<file path="src/rtl/fixed_convert_twos_comp_if.sv">
// Fixed-point to float converter bus: pipeline enable, fixed-point operand, float result.
// Ports: clk_en (advance enable), dataa (Q-format two's complement), result (IEEE-754 single).
// Latency 3 enabled edges; no handshake, so clk_en is the only flow control.
interface fixed_convert_twos_comp_if #(
  parameter int DATA_WIDTH       = 22,
  parameter int FLOAT_DATA_WIDTH = 32
);
  logic                        clk_en;
  logic [DATA_WIDTH-1:0]       dataa;
  logic [FLOAT_DATA_WIDTH-1:0] result;

  // Producer/consumer side: drives operand and enable, observes the result.
  modport master (
    output clk_en,
    output dataa,
    input  result
  );

  // Converter side.
  modport slave (
    input  clk_en,
    input  dataa,
    output result
  );
endinterface

</file>
<file path="src/rtl/fixed_convert_twos_comp.sv">
// Exact two's-complement fixed-point (Q INTEGER_WIDTH.FRACTIONAL_WIDTH) to IEEE-754 single converter.
// Latency: 3 enabled clock edges (abs value -> normalise -> pack), one sample per enabled edge.
// Backpressure: none; clk_en low freezes every stage, aclr (sync, active-high) overrides clk_en.
// Ports: clock, aclr; bus.slave carries clk_en, dataa (input) and result (registered output).
module fixed_convert_twos_comp #(
  parameter int INTEGER_WIDTH    = 2,
  parameter int FRACTIONAL_WIDTH = 20,
  parameter int FLOAT_DATA_WIDTH = 32
) (
  input  logic                      clock,
  input  logic                      aclr,
  fixed_convert_twos_comp_if.slave  bus
);

  localparam int DATA_WIDTH = INTEGER_WIDTH + FRACTIONAL_WIDTH;
  localparam int LW         = (DATA_WIDTH > 1) ? $clog2(DATA_WIDTH) : 1;

  // A 24-bit significand is the most a single can hold exactly; wider inputs would need rounding.
  if (DATA_WIDTH > 24 || DATA_WIDTH < 2) begin : g_bad_width
    $error("fixed_convert_twos_comp: DATA_WIDTH must be in 2..24");
  end
  if (FLOAT_DATA_WIDTH != 32) begin : g_bad_float
    $error("fixed_convert_twos_comp: only single precision is supported");
  end

  // ---------------- Stage 1: sign and magnitude ----------------
  logic                  sign1_d, sign1_q;
  logic [DATA_WIDTH-1:0] mag1_d,  mag1_q;

  // Magnitude is kept unsigned in DATA_WIDTH bits, so the most-negative input
  // negates to exactly 2^(DATA_WIDTH-1) without overflowing.
  always_comb begin
    sign1_d = bus.dataa[DATA_WIDTH-1];
    mag1_d  = sign1_d ? (~bus.dataa + DATA_WIDTH'(1)) : bus.dataa;
  end

  // ---------------- Stage 2: leading-one detect and normalise ----------------
  logic                  sign2_d, sign2_q;
  logic                  zero2_d, zero2_q;
  logic [7:0]            exp2_d,  exp2_q;
  logic [22:0]           mant2_d, mant2_q;
  logic [LW-1:0]         lead;
  logic [DATA_WIDTH-1:0] norm;

  always_comb begin
    // Highest set bit wins because later iterations overwrite earlier ones.
    lead = '0;
    for (int i = 0; i < DATA_WIDTH; i++) begin
      if (mag1_q[i]) lead = LW'(i);
    end
    norm    = mag1_q << (LW'(DATA_WIDTH - 1) - lead);
    zero2_d = (mag1_q == '0);
    // Zero never carries the sign, so -0 cannot be produced downstream.
    sign2_d = sign1_q & ~zero2_d;
    exp2_d  = 8'(127 + int'(lead) - FRACTIONAL_WIDTH);
    // Drop the implicit leading one and left-align the rest into the 23-bit field.
    mant2_d = '0;
    mant2_d[22 -: DATA_WIDTH-1] = norm[DATA_WIDTH-2:0];
  end

  // ---------------- Stage 3: pack ----------------
  logic [FLOAT_DATA_WIDTH-1:0] result_d, result_q;

  always_comb begin
    result_d = zero2_q ? '0 : {sign2_q, exp2_q, mant2_q};
  end

  always_ff @(posedge clock) begin
    if (aclr) begin
      sign1_q  <= 1'b0;
      mag1_q   <= '0;
      sign2_q  <= 1'b0;
      zero2_q  <= 1'b0;
      exp2_q   <= '0;
      mant2_q  <= '0;
      result_q <= '0;
    end else if (bus.clk_en) begin
      sign1_q  <= sign1_d;
      mag1_q   <= mag1_d;
      sign2_q  <= sign2_d;
      zero2_q  <= zero2_d;
      exp2_q   <= exp2_d;
      mant2_q  <= mant2_d;
      result_q <= result_d;
    end
  end

  assign bus.result = result_q;

endmodule

</file>
<file path="src/flat_wrapper.sv">
// flat-port wrapper written by rule: the top's interface ports become plain ports
module fixed_convert_twos_comp_flat 
#(
  parameter int INTEGER_WIDTH    = 2,
  parameter int FRACTIONAL_WIDTH = 20,
  parameter int FLOAT_DATA_WIDTH = 32
)
  (clock, aclr, bus_clk_en, bus_dataa, bus_result);
  fixed_convert_twos_comp_if #(.DATA_WIDTH(22), .FLOAT_DATA_WIDTH(FLOAT_DATA_WIDTH)) bus_i ();
  input  logic clock;
  input  logic aclr;
  input wire logic [$bits(bus_i.clk_en)-1:0] bus_clk_en;
  input wire logic [$bits(bus_i.dataa)-1:0] bus_dataa;
  output wire logic [$bits(bus_i.result)-1:0] bus_result;
  assign bus_i.clk_en = bus_clk_en;
  assign bus_i.dataa = bus_dataa;
  assign bus_result = bus_i.result;
  fixed_convert_twos_comp #(.INTEGER_WIDTH(INTEGER_WIDTH), .FRACTIONAL_WIDTH(FRACTIONAL_WIDTH), .FLOAT_DATA_WIDTH(FLOAT_DATA_WIDTH)) u_core (.clock(clock), .aclr(aclr), .bus(bus_i));
endmodule
</file>
<file path="config.mk">
export PLATFORM = sky130hd
export DESIGN_NAME = fixed_convert_twos_comp_flat
export DESIGN_NICKNAME = d
export VERILOG_FILES = /design/src/rtl/fixed_convert_twos_comp_if.sv /design/src/rtl/fixed_convert_twos_comp.sv /design/src/flat_wrapper.sv
export SDC_FILE = /design/constraint.sdc
export NUM_CORES = 1
export LEC_CHECK = 0
export CORE_ASPECT_RATIO = 1.1
export CORE_MARGIN = 2
export CORE_UTILIZATION = 46
export DETAILED_ROUTE_END_ITERATION = 10
export GPL_ROUTABILITY_DRIVEN = 0
export GPL_TIMING_DRIVEN = 0
export PLACE_DENSITY = 0.76
export SLEW_MARGIN = 10
export SYNTH_ARGS = -nofsm -noshare
export SYNTH_HDL_FRONTEND = slang
export SYNTH_SLANG_ARGS = --single-unit
</file>
<file path="constraint.sdc">
create_clock -name clock -period 2.8 [get_ports clock]
set_input_delay 0.56 -clock clock [delete_from_list [all_inputs] [get_ports clock]]
set_output_delay 0.56 -clock clock [all_outputs]
set_load 0.01 [all_outputs]
</file>
Word-level counts from Yosys, hierarchy flattened. Index checks and enable logic that the tools add are counted.

Bits in registers: 86.

$add $sub $neg: 4. Shift operators: 1. Mux-type cells: 23. Bitwise gates (word level): 3. Reduce and logical (&&, ||, !) cells: 1.

Operator list (count): 2-to-1 mux 32 bit (1); 2-to-1 mux 4 bit (8); 2-to-1 mux 5 bit (6); adder 22 x 1 -> 22 bit (second input constant) (1); logical NOT 22 bit (1); 2-to-1 mux 22 bit (1); inverter 22 bit (1); left shift 22 x 5 -> 21 bit (1); 2-to-1 mux 3 bit (4); adder 7 x 5 -> 8 bit (first input constant) (1); subtractor 8 x 6 -> 8 bit (second input constant) (1); subtractor 5 bit (first input constant) (1); 2-to-1 mux 2 bit (2); bitwise AND 1 bit (1); 2-to-1 mux 1 bit (1); inverter 1 bit (1).

Logic depth before layout (Yosys ltp). Gate-level depths: netlist of run 1.

Depth in word-level cells: 23. Depth in mapped cells: 12. Depth with buffers taken out: 11.

Worst setup path after synthesis of run 1. Ideal clock, no wire load.

Path kind: register to register. Start point: register u_core.mag1_q[12]. End point: register u_core.mant2_q[20]. Library setup time: 0.092 ns. Data arrival time: 2.810 ns. Setup slack: -0.102 ns. Cell stages (with the launch flop): 11. Path buffers: 2. Clock period less this slack: 2.902 ns. Cells stage by stage: dfxtp_1 -> or4_4 -> o21ai_1 -> nand2_1 -> ha_1 -> clkbuf_1 -> clkbuf_1 -> o21ai_0 -> o22ai_1 -> nor2_1 -> o32ai_1.

Word-level cells in the longest chain between the ends: 12.

Ends and longest elaborated chain: start, declared (RTL line fixed_convert_twos_comp.sv:28) `logic [DATA_WIDTH-1:0] mag1_d, mag1_q;`; start signal, assigned (RTL line fixed_convert_twos_comp.sv:79) `mag1_q <= mag1_d;`; 2-to-1 mux 4 bit (4 in series) (RTL line fixed_convert_twos_comp.sv:49) `if (mag1_q[i]) lead = LW'(i);`; 2-to-1 mux 5 bit (6 in series) (RTL line fixed_convert_twos_comp.sv:49); subtractor 5 bit (RTL line fixed_convert_twos_comp.sv:51) `norm = mag1_q << (LW'(DATA_WIDTH - 1) - lead);`; left shift 22 x 5 -> 21 bit * (RTL line fixed_convert_twos_comp.sv:51); end signal, assigned (RTL line fixed_convert_twos_comp.sv:83) `mant2_q <= mant2_d;`; end, declared (RTL line fixed_convert_twos_comp.sv:41) `logic [22:0] mant2_d, mant2_q;`.

Mark *: on every way between the ends. The rest lies on a longest branch, timed or not. A chain may end at the register's enable or synchronous reset.

Worst setup path after layout of run 1.
Start point: register u_core.mag1_q[10]. End point: register u_core.mant2_q[22].

Word-level cells in the longest chain between the ends: 14.

Ends and longest elaborated chain (RTL line): 2-to-1 mux 4 bit (6 in series) (fixed_convert_twos_comp.sv:49); 2-to-1 mux 5 bit (6 in series) (fixed_convert_twos_comp.sv:49); subtractor 5 bit (fixed_convert_twos_comp.sv:51); left shift 22 x 5 -> 21 bit * (fixed_convert_twos_comp.sv:51).

Marks and branches as above.

==> results of run 1 <==
==> stage by stage <==
step | power [mW] | cells | utilization [%] | area, um^2 | TNS (ns)
after floorplan | 2.284 | 634 | - | 5012 | 0
after global placement | 2.605 | 830 | 54.54 | 5722 | -10.99
after detailed placement | 2.638 | 830 | 54.54 | 5722 | -11.69
after CTS | 3.890 | 847 | 58.59 | 6147 | 0
after global routing | 4.244 | 854 | 60.47 | 6344 | -0.3493
final | 4.064 | 854 | 60.47 | 6344 | 0
==> kinds of logic after synthesis <==
kind of cell             count (synthesis)  share of synthesized area [%]
flip-flops                              84                          33.58
buffers and inverters                   70                          6.247
adder cells (fa/ha/maj)                  4                         0.9995
other                                    1                        0.07489
XOR/XNOR                                23                          4.323
multiplexers                            29                          6.472
AND/OR/NAND/NOR                        251                          23.51
AO/OA/AOI/OAI                          171                          24.79
==> where the power goes <==
part,switching (mW),leakage (nW),internal (mW),total [mW]
sequential,0.0862,0.689,1.30,1.39
combinational,0.861,1.54,0.632,1.49
clock,0.480,0.140,0.705,1.19
==> synth_stat cells (8+ instances only) <==
master	n
a211oi_1	28
a21oi_1	39
a22oi_1	23
buf_2	10
clkbuf_1	31
dfxtp_1	84
inv_1	15
mux2i_1	20
nand2_1	47
nand3_1	15
nor2_1	121
nor2b_1	12
nor3_1	10
o21ai_0	15
o31ai_1	10
or3_1	8
xor2_1	17
==> final cells by class <==
class	instances	area share, %
clock inverter	4	0.8087
buffer	51	4.241
sequential	84	26.59
timing repair buffer	64	10.00
clock buffer	10	3.767
multi-input combinational	481	50.77
tap	143	2.821
inverter	17	1.006
==> worst max-delay path, cell delays in order, from the launching register on <==
cell and delay, ns:
dfxtp_1 0.30, buf_2 0.17, o31a_1 0.41, a21boi_4 0.31
nor2_4 0.09, ha_4 0.22, xor2_4 0.22, nor4_2 0.32
o22ai_2 0.16, o211ai_1 0.25, a311oi_2 0.13
==> state kept, by name, indices dropped and copies added, names as in the netlist <==
register / count
u_core.sign1_q: 1
u_core.bus.result: 30
u_core.sign2_q: 1
u_core.mag1_q: 22
u_core.mant2_q: 21
u_core.zero2_q: 1
u_core.exp2_q: 8
==> path summary, 6_finish.rpt <==
check / start / to
min reg2reg: u_core.exp2_q[4] / u_core.exp2_q[4]
max reg2reg: u_core.mag1_q[10] / u_core.mant2_q[22]
min: u_core.exp2_q[4] / u_core.exp2_q[4]
max: u_core.mag1_q[10] / u_core.mant2_q[22]
==> timing repair <==
item                                    CTS  global route
buffers inserted                          4             7
pin swaps                                 3            11
gates cloned                              0             1
gates resized for setup                  19            37
endpoints found under the setup margin   21            26
hold buffers                              0             0
==> layer usage <==
metal  global-route usage (%)  part of all wire, %  vias up
li1                         -                    -     2442
met1                    30.60                   39     2410
met2                    44.65                   50      269
met3                    4.534                  6.5       74
met4                    9.737                  4.0        0
met5                        0                    0        -
==> qor.csv, run 1 <==
metric,value,unit
maximum clock frequency,362.8,MHz
clk slew on worst S/H paths,0.06,ns
"most common cell after layout, fill and taps aside",nor2_1,
max_cap viols,0,
Yosys cell types,73,
"Data arrival, critical path",2.94,ns
drt initial violations,550,
drt pass-1 iters,8,
GRT Residual Overflow,0,
final worst path period share,98.44,%
core area,10490,um^2
yosys synthesis warning count,0,
Crit Path Category,reg2reg,
R2R cell count,10,
Antenna Nets Post-Route,0,
Synth-to-Final Area Change,26.69,%
Place WS,-0.6911,ns
VDD IR max,0.2658,mV
footprint of the multi-input gates,3221,um^2
die area,11740,um^2
CTS buffer count,9,
Layout Nets,737,
Clock Skews,0.006460,ns
sequential area share after synthesis,33.58,%
clock sinks,84,
reg2reg setup slack,0.04,ns
fillers,921,
top cell type's share of synthesized area,33.58,%
crit path launch type,flip-flop,
crit path max fanout,10,
io pins,57,
first-pass GRT wire length,23600,um
PwrDens,640.6,nW/um^2
count of state elements after synthesis,84,
ratio of cells with drive above 1 in the final layout,14.63,%
DRC,0,
Initial Util,47.73,%
drt total wl,15130,um
top_reg_cell synth,dfxtp_1,
type of destination of the critical path,flip-flop,
HPWL after detailed placement,10810,um
fin. max-slew vios,0,
clk_lat worst skew,0.34,ns
register area,1687,um^2
Max transition margin,58.44,%
n_diodes,0,
Final Hold Viols,0,
Synth Instances,633,
cell leakage power,2.372,nW
Total GRT Usage,25.50,%
Vias,5195,
Hold Path Stages,2,
post-synthesis cell area,5007,um^2
Yosys top cell by area,dfxtp_1,
hold crit path type,reg2reg,
port buffer count,53,
fin crit period,2.756,ns
Die Wd,103.5,um
final-report setup violation count,0,
initial antenna violation count,0,
Area contributors post-synth,"dfxtp_1, nor2_1, a211oi_1, mux2i_1, a21oi_1",
routed length per instance,17.72,um
Slew @ Worst Pin,0.6234,ns
setup slack after layout,0.04370,ns
root buf cell,clkbuf_16,
placement row count,39,
Die Height,113.4,um
vias per inst,6.083,
most frequent cells in the layout,"nor2_1, dfxtp_1, clkdlybuf4s50_1, nand2_1, a21oi_1",
Max H-tree Level,3,
number of synthesized flops with an enable pin,0,
Clock Tree Buf Depth,2,
CTS tree,done,
fraction of registers with async set/reset,0,%
final hold slack,0.4656,ns
RSZ-0062 raised after global routing,yes,
outcome,completed,
CP required,2.98,ns
Syn Area/Cell,7.910,um^2
vias in the first global route,4831,
largest net degree at the start of global routing,14,
Note: power is estimated with default switching activity, not from simulation.
==> run 2: changes to the inputs <==
--- a/config.mk
+++ b/config.mk
@@ -7,12 +7,12 @@
 export LEC_CHECK = 0
 export CORE_ASPECT_RATIO = 1.1
 export CORE_MARGIN = 2
-export CORE_UTILIZATION = 46
+export CORE_UTILIZATION = 27
 export DETAILED_ROUTE_END_ITERATION = 10
 export GPL_ROUTABILITY_DRIVEN = 0
 export GPL_TIMING_DRIVEN = 0
-export PLACE_DENSITY = 0.76
-export SLEW_MARGIN = 10
+export PLACE_DENSITY = 0.52
+export SLEW_MARGIN = 25
 export SYNTH_ARGS = -nofsm -noshare
 export SYNTH_HDL_FRONTEND = slang
 export SYNTH_SLANG_ARGS = --single-unit
==> run 2 against run 1 <==
Against the previous run: final cell count up 15%; via count decreased by 2.8%; clock skew rose by 0.0037 ns; combinational power up 5%; largest power group unchanged; wire length increased by 6.6%; total power increased by 1.8%; worst setup slack got worse by 0.033 ns; sequential power is essentially flat; die area up 67%.
==> qor.csv, run 2 (synthesized netlist as in run 1, its figures left out) <==
metric,value,unit
type of destination of the critical path,flip-flop,
drt initial violations,309,
fin. max-slew vios,0,
CP bufs+invs,1,
io pins,57,
Max transition margin,52.79,%
post-layout util,36.78,%
n_diodes,0,
CTS tree,done,
initial antenna violation count,0,
Crit path largest cell delay,0.59,ns
maximum clock frequency,358.5,MHz
crit path max fanout,8,
Layout Nets,762,
Die Height,146.8,um
metal1 wirelength,7463,um
crit path launch type,flip-flop,
PwrDens,615.3,nW/um^2
Die Wd,133.8,um
most frequent cells in the layout,"nor2_1, dfxtp_1, clkdlybuf4s50_1, nand2_1, buf_4",
vias per inst,5.147,
max_cap viols,0,
setup_tns,0,ns
footprint of the multi-input gates,3231,um^2
Synth-to-Final Area Change,34.31,%
clk slew on worst S/H paths,0.07,ns
wire length on met2,7482,um
Clock Skews,0.01016,ns
largest net degree at the start of global routing,15,
die area,19650,um^2
Antenna Nets Post-Route,0,
vias in the first global route,4616,
fillers,1905,
first-pass GRT wire length,25480,um
HPWL after detailed placement,11690,um
Slew @ Worst Pin,0.7082,ns
final-report setup violation count,0,
register area,1714,um^2
Total GRT Usage,16.43,%
hold buffers post-CTS,0,
Initial Util,27.39,%
"Data arrival, critical path",3.04,ns
root buf cell,clkbuf_16,
CP required,3.05,ns
Clock Tree Buf Depth,2,
routed length per instance,16.44,um
drt pass-1 iters,5,
drt total wl,16130,um
hold crit path type,reg2reg,
final worst path period share,99.62,%
Non-Filler Instances,981,
placed cell count,930,
met3 wire length,752,um
setup slack after layout,0.01074,ns
Crit-path slowest cell,or4_4,
port buffer count,53,
VDD IR max,0.2995,mV
Place WS,-0.7120,ns
crit-path cells,or4_4 -> o21ai_4 -> nand2_4 -> ha_4 -> xnor2_4 -> o21ai_1 -> o22ai_2 -> buf_4 -> a21oi_1 -> a311oi_1,
"most common cell after layout, fill and taps aside",nor2_1,
max layer used,met4,
final hold slack,0.4634,ns
GRT Residual Overflow,0,
outcome,completed,
Final Hold Viols,0,
CTS buffer count,9,
clk_lat worst skew,0.36,ns
family with the most delay on the worst path,compound AO/OA/AOI/OAI gates,
ratio of cells with drive above 1 in the final layout,19.11,%
placement row count,52,
fin crit period,2.789,ns
RSZ-0062 raised after global routing,yes,
Max H-tree Level,3,
max reg flops,30,
DRC,0,
Vias,5049,
Crit Path Category,reg2reg,
clock sinks,84,
cell leakage power,2.524,nW
core area,18280,um^2
run 2: changes by cell type in the layout (fill, tap and decap cells not counted), moves of 3 or more:
| cell | before | now |
|---|---|---|
| o31ai_1 | 8 | 5 |
| buf_2 | 7 | 4 |
| dfxtp_1 | 80 | 72 |
| dfxtp_4 | 0 | 7 |
| buf_4 | 16 | 41 |
| clkbuf_8 | 2 | 5 |
| buf_6 | 4 | 8 |
| o31ai_2 | 2 | 5 |
run 2: worst paths after layout:
kind	start	to	slack (ns)	depth (start not counted)
min reg2reg	u_core.mant2_q[13]	u_core.mant2_q[13]	0.46	2
min	u_core.mant2_q[13]	u_core.mant2_q[13]	0.46	2
max	u_core.mag1_q[12]	u_core.mant2_q[18]	0.01	10
max reg2reg	u_core.mag1_q[12]	u_core.mant2_q[18]	0.01	10
run 2: area by class of cell:
type                            count  area share [%]
Multi-Input combinational cell    480           48.04
Sequential cell                    84           25.49
Timing Repair Buffer               90           12.30
Tap cell                          243           4.521
Buffer                             51           4.298
Clock buffer                       12           3.963
Inverter                           17          0.9488
Clock inverter                      4          0.4465
run 2: timing repair:
action	in CTS	in global routing
hold endpoints to repair	0	0
pin swaps	9	24
setup endpoints to repair	21	25
buffers inserted	8	30
resized for setup	24	62
run 2: worst min-delay path, delay by kind of cell, from the launching register on:
kind / cells / cell delay, ns
AOI/OAI and AO/OA: 1 / 0.05
DFF: 1 / 0.31
and+or+nand+nor: 1 / 0.06
run 2: stage by stage:
step / power, mW / cell area [um^2]
after floorplan: 2.284 / 5012
after global placement: 2.674 / 5847
after detailed placement: 2.671 / 5847
after CTS: 3.970 / 6329
after global routing: 4.316 / 6725
final: 4.138 / 6725
run 2: where the power goes:
group | switching, mW | internal (mW) | total [mW]
combinational | 0.870 | 0.686 | 1.56
clock | 0.527 | 0.677 | 1.20
sequential | 0.0802 | 1.30 | 1.38
run 2: per-layer routing:
metal | up-vias | track usage (%)
met5 | - | 0
met4 | 0 | 6.543
met3 | 36 | 2.657
met2 | 154 | 26.18
met1 | 2356 | 22.17
li1 | 2503 | -
==> run 3: changes to the inputs <==
--- a/config.mk
+++ b/config.mk
@@ -11,7 +11,6 @@
 export DETAILED_ROUTE_END_ITERATION = 10
 export GPL_ROUTABILITY_DRIVEN = 0
 export GPL_TIMING_DRIVEN = 0
-export PLACE_DENSITY = 0.52
 export SLEW_MARGIN = 25
 export SYNTH_ARGS = -nofsm -noshare
 export SYNTH_HDL_FRONTEND = slang
==> run 3 against run 2 <==
Against the previous run: die area unchanged; first-iteration DRC count increased by 44%; sequential share of layout area increased by 0.50 points; global-route usage decreased by 0.59 points; critical path type unchanged; critical endpoint is now u_core.mant2_q[21].
==> qor.csv, run 3 (synthesized netlist as in run 1, its figures left out) <==
metric,value,unit
Slew @ Worst Pin,0.7102,ns
setup_tns,0,ns
Initial Util,27.39,%
crit-path cells,buf_2 -> or4_4 -> nor2_4 -> o21ai_4 -> nand2_4 -> ha_4 -> xnor2_4 -> buf_12 -> or4_1 -> a211oi_1,
crit path max fanout,10,
Hold Path Stages,2,
Crit-path slowest cell,or4_1,
maximum clock frequency,366.4,MHz
FF-to-FF End,u_core.mant2_q[21],
PwrDens,616.2,nW/um^2
Worst Hold Path EP,u_core.mant2_q[13],
crit path launch type,flip-flop,
post-layout util,35.55,%
routed length per instance,15.97,um
initial antenna violation count,0,
largest net degree at the start of global routing,16,
worst r2r src,u_core.mag1_q[10],
final-report setup violation count,0,
hold buffers post-CTS,0,
core area,18280,um^2
fillers,1922,
Final Hold Viols,0,
HPWL after detailed placement,11300,um
placement row count,52,
Antenna Nets Post-Route,0,
root buf cell,clkbuf_16,
vias in the first global route,4636,
drt initial violations,444,
Hold Crit Start,u_core.mant2_q[13],
Vias,4913,
CP required,3.07,ns
Crit Path Category,reg2reg,
type of destination of the critical path,flip-flop,
outcome,completed,
Clock Skews,0.007264,ns
port buffer count,53,
max_cap viols,0,
drt total wl,15300,um
Crit path largest cell delay,0.57,ns
family with the most delay on the worst path,simple AND/OR/NAND/NOR gates,
VDD IR max,0.3339,mV
"most common cell after layout, fill and taps aside",nor2_1,
DRC,0,
most frequent cells in the layout,"nor2_1, dfxtp_1, clkdlybuf4s50_1, nand2_1, a21oi_1",
reg2reg setup slack,0.07,ns
n_diodes,0,
Tot Pwr,4.005,mW
Layout Nets,739,
hold crit path type,reg2reg,
Die Height,146.8,um
cell leakage power,2.382,nW
die area,19650,um^2
vias per inst,5.128,
RSZ-0062 raised after global routing,yes,
CTS buffer count,9,
R2R cell count,10,
Total GRT Usage,15.85,%
GRT Residual Overflow,0,
Clock Tree Buf Depth,2,
fin. max-slew vios,0,
ratio of cells with drive above 1 in the final layout,15.94,%
drt pass-1 iters,5,
placed cell count,930,
Max H-tree Level,3,
CP bufs+invs,2,
first-pass GRT wire length,24740,um
fin crit period,2.730,ns
clk_lat worst skew,0.36,ns
"Data arrival, critical path",3.00,ns
clock sinks,84,
Synth-to-Final Area Change,29.79,%
clk slew on worst S/H paths,0.06,ns
CTS tree,done,
max reg flops,30,
final worst path period share,97.48,%
Max transition margin,52.66,%
io pins,57,
Die Wd,133.8,um
Non-Filler Instances,958,
## run 3: cell types whose count changed in the layout (fill, tap and decap cells not counted), moves of 2 or more
cell	previous run	this run
dfxtp_1	72	78
buf_6	8	3
clkbuf_8	5	2
buf_12	0	2
buf_2	4	8
dfxtp_4	7	0
buf_4	41	18
## run 3: metal layers
metal | track usage, % | vias up | routed length [um]
met2 | 24.67 | 167 | 6913
met1 | 20.88 | 2270 | 6913
met3 | 3.313 | 31 | 1002
met4 | 7.606 | 0 | 469
li1 | - | 2445 | -
met5 | 0 | - | 0
## run 3: stage by stage
step                setup slack [ns]  hold WS (ns)  area (um^2)
floorplan                   0.003292        0.4366         5012
global placement             -0.7056        0.4508         5847
detailed placement           -0.6874        0.4536         5847
CTS                        0.0007438        0.4634         6296
global route                -0.04793        0.4896         6499
finish                       0.07043        0.4638         6499
## run 3: final cells by class
class / instances / area, um^2 / area share, %
Inverter: 17 / 63.81 / 0.9819
Sequential cell: 84 / 1689 / 25.99
Buffer: 51 / 262.8 / 4.043
Tap cell: 243 / 304.0 / 4.678
Timing Repair Buffer: 67 / 669.4 / 10.30
Multi-Input combinational cell: 480 / 3224 / 49.61
Clock inverter: 6 / 46.29 / 0.7124
Clock buffer: 10 / 239.0 / 3.677
## run 3: power by group
part           leakage (nW)  internal, mW  total [mW]  switching (mW)
combinational          1.56         0.644        1.48           0.838
sequential            0.690          1.30        1.38          0.0837
clock                 0.135         0.630        1.14           0.509
## run 3: repair_timing
item                       CTS  global route
setup buffers                5             9
setup endpoints to repair   21            24
pin swaps                    6             9
gates resized for setup     24            35
## run 3: worst max-delay path by stage
| stage | start | end | slack (ns) | cells past startpoint |
|---|---|---|---|---|
| 6_report | u_core.mag1_q[10] | u_core.mant2_q[21] | 0.07 | 10 |
| 2_1_floorplan | u_core.mag1_q[12] | u_core.mant2_q[20] | 0.003 | 10 |
| 5_1_grt | u_core.mag1_q[15] | u_core.mant2_q[10] | -0.05 | 10 |
| 3_3_place_gp | u_core.mag1_q[4] | u_core.mant2_q[21] | -0.71 | 11 |
| 4_1_cts | u_core.mag1_q[10] | u_core.mant2_q[22] | 0.0007 | 11 |
| 3_5_place_dp | u_core.mag1_q[4] | u_core.mant2_q[20] | -0.69 | 12 |
## run 3: worst reg2reg max path: stages, from the launching register on
cell	delay, ns
dfxtp_1	0.29
buf_2	0.17
or4_4	0.55
nor2_4	0.13
o21ai_4	0.08
nand2_4	0.13
ha_4	0.21
xnor2_4	0.11
buf_12	0.17
or4_1	0.58
a211oi_1	0.21
